<file path="src/rtl/game_pkg.sv">
// Shared types for the game control path.
// Game-state encoding and horizontal step width.
package game_pkg;
  typedef enum logic [1:0] {
    IDLE  = 2'd0,
    PLAY  = 2'd1,
    PAUSE = 2'd2,
    OVER  = 2'd3
  } game_state_t;

  localparam int DELTA_W = 9;
endpackage

</file>
<file path="src/rtl/button_conditioner.sv">
// Raw button to clean level: 2-FF sync, debounce, rising edge.
// level moves only after DEBOUNCE_CYCLES equal differing samples.
module button_conditioner #(
  parameter int DEBOUNCE_CYCLES = 500000
) (
  input  logic clk,
  input  logic rst,
  input  logic raw,
  output logic level,
  output logic rise
);
  localparam int CW = $clog2(DEBOUNCE_CYCLES + 1);

  logic          r_s1;
  logic          r_s2;
  logic [CW-1:0] r_cnt;
  logic          r_level;
  logic          r_rise;

  always_ff @(posedge clk) begin
    if (rst) begin
      r_s1    <= 1'b0;
      r_s2    <= 1'b0;
      r_cnt   <= '0;
      r_level <= 1'b0;
      r_rise  <= 1'b0;
    end else begin
      r_s1   <= raw;
      r_s2   <= r_s1;
      r_rise <= 1'b0;
      if (r_s2 == r_level) begin
        r_cnt <= '0;
      end else if (r_cnt == CW'(DEBOUNCE_CYCLES - 1)) begin
        r_cnt   <= '0;
        r_level <= r_s2;
        r_rise  <= r_s2;
      end else begin
        r_cnt <= r_cnt + 1'b1;
      end
    end
  end

  assign level = r_level;
  assign rise  = r_rise;
endmodule

</file>
<file path="src/rtl/game_sequencer.sv">
// Game control path: tick strobes, button conditioning,
// game-state FSM, horizontal step and saturating score.
module game_sequencer
  import game_pkg::*;
#(
  parameter int CLK             = 50000000,
  parameter int TICK_CHANNELS   = 2,
  parameter int TICK_RATE [TICK_CHANNELS] = '{360, 60},
  parameter logic [TICK_CHANNELS-1:0] TICK_GATED_MASK = 2'b01,
  parameter int EARTH           = 768,
  parameter int DOODLE_HEIGHT   = 80,
  parameter int MOVE_SPEED      = 4,
  parameter int DEBOUNCE_CYCLES = 500000,
  parameter int OVER_HOLD_TICKS = 360,
  parameter int SCORE_W         = 20
) (
  input  logic                     clk,
  input  logic                     rst,
  input  logic                     button_left,
  input  logic                     button_right,
  input  logic                     button_start,
  input  logic [9:0]               doodle_y,
  input  logic                     world_shift,
  input  logic [7:0]               shift_amount,
  output logic [TICK_CHANNELS-1:0] tick,
  output logic [1:0]               game_state,
  output logic signed [DELTA_W-1:0] delta_x,
  output logic [SCORE_W-1:0]       score
);
  function automatic int f_max_period();
    int m;
    m = 2;
    for (int i = 0; i < TICK_CHANNELS; i++)
      if (CLK / TICK_RATE[i] > m) m = CLK / TICK_RATE[i];
    return m;
  endfunction

  localparam int CNT_W = $clog2(f_max_period());
  localparam int HW    = $clog2(OVER_HOLD_TICKS + 1);
  localparam logic [9:0] FELL_Y = 10'(EARTH - DOODLE_HEIGHT);
  localparam logic signed [DELTA_W-1:0] DX = DELTA_W'(MOVE_SPEED);

  game_state_t               r_state;
  logic signed [DELTA_W-1:0] r_dx;
  logic [SCORE_W-1:0]        r_score;
  logic [HW-1:0]             r_hold;

  logic [TICK_CHANNELS-1:0]  w_tick_raw;
  logic                      w_left;
  logic                      w_right;
  logic                      w_start;
  logic                      w_unused_rise_l;
  logic                      w_unused_rise_r;
  logic                      w_unused_start_lvl;
  logic                      w_fell;
  logic [SCORE_W:0]          w_sum;
  logic signed [DELTA_W-1:0] w_dir;

  // Counters free-run in every state so gating never shifts phase.
  for (genvar gi = 0; gi < TICK_CHANNELS; gi++) begin : g_tick
    localparam int P = CLK / TICK_RATE[gi];
    logic [CNT_W-1:0] r_cnt;

    if (P < 2) begin : g_bad
      $error("tick period must be at least 2 cycles");
    end

    always_ff @(posedge clk) begin
      if (rst || r_cnt == CNT_W'(P - 1)) r_cnt <= '0;
      else                               r_cnt <= r_cnt + 1'b1;
    end

    assign w_tick_raw[gi] = (r_cnt == CNT_W'(P - 1));
    assign tick[gi] = w_tick_raw[gi] &
      (~TICK_GATED_MASK[gi] | (r_state == PLAY));
  end

  button_conditioner #(.DEBOUNCE_CYCLES(DEBOUNCE_CYCLES)) u_left (
    .clk(clk), .rst(rst), .raw(button_left),
    .level(w_left), .rise(w_unused_rise_l)
  );

  button_conditioner #(.DEBOUNCE_CYCLES(DEBOUNCE_CYCLES)) u_right (
    .clk(clk), .rst(rst), .raw(button_right),
    .level(w_right), .rise(w_unused_rise_r)
  );

  button_conditioner #(.DEBOUNCE_CYCLES(DEBOUNCE_CYCLES)) u_start (
    .clk(clk), .rst(rst), .raw(button_start),
    .level(w_unused_start_lvl), .rise(w_start)
  );

  assign w_fell = (doodle_y > FELL_Y);
  assign w_sum  = {1'b0, r_score} + (SCORE_W + 1)'(shift_amount);

  always_comb begin
    w_dir = '0;
    unique case (1'b1)
      (w_left & ~w_right): w_dir = -DX;
      (w_right & ~w_left): w_dir = DX;
      default:             w_dir = '0;
    endcase
  end

  always_ff @(posedge clk) begin
    if (rst) begin
      r_state <= IDLE;
      r_dx    <= '0;
      r_score <= '0;
      r_hold  <= '0;
    end else begin
      if (r_state == PLAY && world_shift)
        r_score <= w_sum[SCORE_W] ? '1 : w_sum[SCORE_W-1:0];
      unique case (r_state)
        IDLE: begin
          if (w_start) begin
            r_state <= PLAY;
            r_score <= '0;
          end
        end
        PLAY: begin
          if (w_fell) begin
            r_state <= OVER;
            r_hold  <= '0;
            r_dx    <= '0;
          end else if (w_start) begin
            r_state <= PAUSE;
            r_dx    <= '0;
          end else if (w_tick_raw[0]) begin
            r_dx <= w_dir;
          end
        end
        PAUSE: begin
          if (w_start) r_state <= PLAY;
        end
        OVER: begin
          // hold_cnt follows channel 0 even though its output is masked here
          if (w_tick_raw[0] && r_hold < HW'(OVER_HOLD_TICKS))
            r_hold <= r_hold + 1'b1;
          if (w_start && r_hold >= HW'(OVER_HOLD_TICKS))
            r_state <= IDLE;
        end
        default: r_state <= IDLE;
      endcase
    end
  end

  assign game_state = r_state;
  assign delta_x    = r_dx;
  assign score      = r_score;
endmodule

</file>
<file path="config.mk">
export PLATFORM = sky130hd
export DESIGN_NAME = game_sequencer
export DESIGN_NICKNAME = d
export VERILOG_FILES = /design/src/rtl/game_pkg.sv /design/src/rtl/button_conditioner.sv /design/src/rtl/game_sequencer.sv
export SDC_FILE = /design/constraint.sdc
export NUM_CORES = 1
export LEC_CHECK = 0
export BUFFER_PORTS_ARGS = -buffer_cell sky130_fd_sc_hd__buf_2
export CAP_MARGIN = 20
export CORE_UTILIZATION = 25
export DETAILED_ROUTE_END_ITERATION = 6
export SLEW_MARGIN = 20
export SYNTH_ARGS = -nofsm -noshare
export SYNTH_HDL_FRONTEND = slang
export SYNTH_HIERARCHICAL = 1
export SYNTH_SLANG_ARGS = --single-unit
</file>
<file path="constraint.sdc">
create_clock -name clk -period 2.5 [get_ports clk]
set_input_delay 0.5 -clock clk [delete_from_list [all_inputs] [get_ports clk]]
set_output_delay 0.5 -clock clk [all_outputs]
set_load 0.02 [all_outputs]
</file>
==> summary.txt <==
Status
  • Status: finished, final reports clean

STA
  • Upper clock frequency limit: between 400 and 500 MHz
  • Period minus WS final: 2430 ps
  • Final setup violation count: 0
  • Worst Tran Pin Value: around 750 ps
  • Max Slew Vio Count: 0
  • RSZ-0062 raised after global routing: true
  • Headroom to the max-slew limit: 49.3%
  • Setup_tns: 0 ps
  • WHS: 290 ps
  • Clock skew: 8.91 ps
  • Period utilization: 97.1%
  • Final hold violations: 0

Final layout
  • Commonest non-fill, non-tap cell in the layout: dfxtp_1
  • Commonest non-fill, non-tap cells in the layout: dfxtp_1 (137), nor2_1 (117), nand2_1 (53), xnor2_1 (53), buf_2 (52)
  • P&R area growth vs syn: 20.5%
  • Fillers: 2,840
  • Share of post-route cells with drive strength above 1: roughly 16%
  • Nets@finish: 906
  • Final Cell Area: 0.00837 mm^2
  • Diode count: 0
  • Final core occ: 30.9%

Pwr
  • IR drop worst, VDD: between 0.4 and 0.5 mV
  • PD cells: about 590 mW/mm^2
  • Leakage: 2.87 nW

Global routing
  • Largest net degree at the start of global routing: 21
  • Tot GR Track Use: 10.7%
  • First-pass GRT wire length: 25,000 um
  • Vias in the first global route: 5,295
  • Initial antenna violation count: 0
  • Grt ovf: 0

Placed design
  • # port buffers: 54
  • Dpl hpwl: 10,400 um
  • Gp weighted congestion: around 0.84
  • Area of placed instances: a little under 0.008 mm^2

Routing
  • DR pass1 iterations: 4
  • Routed WL: 14,400 um
  • Post-route ant nets: 0
  • Post-DR wirelength/cell: roughly 12 um
  • Via-to-Cell Ratio: between 4 and 5
  • Via count: 5,765
  • Drt drc: 0
  • Initial drt markers: 340

Clock network
  • Root buffer cell: clkbuf_16
  • Cts hold-fix bufs: 0
  • Clock Path Buffers: 2
  • Clock transition at path regs: 70 ps
  • Worst-Skew Late Latency: 420 ps
  • CTS buffer count: 17
  • CTS Sinks: 140
  • H-tree depth: 4
  • TritonCTS clock tree: built

Die
  • Core Region: approximately 0.027 mm^2
  • I/O pin count: between 50 and 60
  • Std cell rows: 60
  • Initial core utilization: 25.6%
  • Die Y-Extent: 169 um
  • Die ar.: 0.0284 mm^2
  • Chip Width: between 150 and 200 um

Worst setup path
  • Crit start category: flip-flop
  • Worst-path cell chain: or4b_4 > nor4_4 > and4b_1 > buf_6
  • CP Capture Type: output port
  • Max incr delay on CP: 540 ps
  • Crit-path slowest cell: or4b_4
  • Class of the most critical setup path: flip-flop to output port
  • Worst path top cell family by delay: simple AND/OR/NAND/NOR gates
  • Critical path peak fanout: 2
  • WP data required: 2000 ps
  • Critical path arrival: between 1500 and 2000 ps
  • CP Buf/Inv Count: 1

Synthesis
  • Syn_area_per_cell: 8.75 um^2
  • Cells after Synth: just under 800
  • Mapped Area: ~0.0069 mm^2
  • Yosys warning total: 6

Min path
  • Hold Crit Class: input port to flip-flop

Run
  • Max_cap viols: 0
## layer usage
layer | track usage [%] | wire length, um
met5 | 0 | 0
met4 | 3.60 | 146
met1 | 14.5 | 7460
met2 | 16.4 | 6340
met3 | 2.74 | 480
## what timing repair did
item | 4_1_cts | 5_1_grt
pin swaps | 2 | 2
endpoints found under the setup margin | 2 | 3
resized for setup | 5 | 8
setup buffers | 1 | 0
## worst reg2reg max path: stages, from the launching register on
cell	delay (ps)
dfxtp_1	350
nor4_1	380
nand4_1	170
or4b_1	660
a2111oi_1	470
o21a_1	150
## path summary, 6_finish.rpt
check / cells past startpoint / slack [ps] / from / to
min reg2reg: 1 / 420 / g_tick[0].r_cnt[0]$_SDFF_PP0_ / g_tick[0].r_cnt[0]$_SDFF_PP0_
min: 2 / 290 / button_left / u_left/r_s1$_SDFF_PP0_
max: 4 / 70 / g_tick[1].r_cnt[16]$_SDFF_PP0_ / tick[1]
max reg2reg: 5 / 270 / g_tick[0].r_cnt[15]$_SDFF_PP0_ / r_hold[8]$_SDFFE_PP0P_
## state kept, by name (all words and copies together), names as in the netlist
name,flops
g_tick.r_cnt,40
score,20
u_left/r_cnt,19
u_right/r_cnt,19
u_start/r_cnt,19
r_hold,9
delta_x,2
game_state,2
u_left/level,1
u_left/r_s1,1
u_left/r_s2,1
u_right/level,1
u_right/r_s1,1
u_right/r_s2,1
u_start/level,1
u_start/r_s1,1
u_start/r_s2,1
u_start/rise,1
## stage by stage
| step | std cells | setup slack, ps | power [mW] |
|---|---|---|---|
| after floorplan | 794 | 174 | 2.38 |
| after CTS | 1249 | 3.12 | 5.05 |
| final | 1249 | 72.4 | 4.97 |
| after detailed placement | 1216 | 31.4 | 2.43 |
| after global routing | 1249 | -20.3 | 5.17 |
| after global placement | 1216 | 69.6 | 2.43 |
## final cells by class
cell class / count / area (um^2) / area share [%]
Clock buffer: 18 / 439 / 5.25
Clock inverter: 14 / 174 / 2.08
Inverter: 24 / 90.1 / 1.08
Multi-Input combinational cell: 604 / 3940 / 47.1
Sequential cell: 140 / 2810 / 33.5
Tap cell: 372 / 465 / 5.56
Timing Repair Buffer: 77 / 452 / 5.40
## power breakdown
group | switching (mW) | internal [mW]
clock network | 1.05 | 1.54
registers | 0.0133 | 2.24
logic | 0.0716 | 0.0477
No activity file was read; power rests on OpenSTA's default activity.
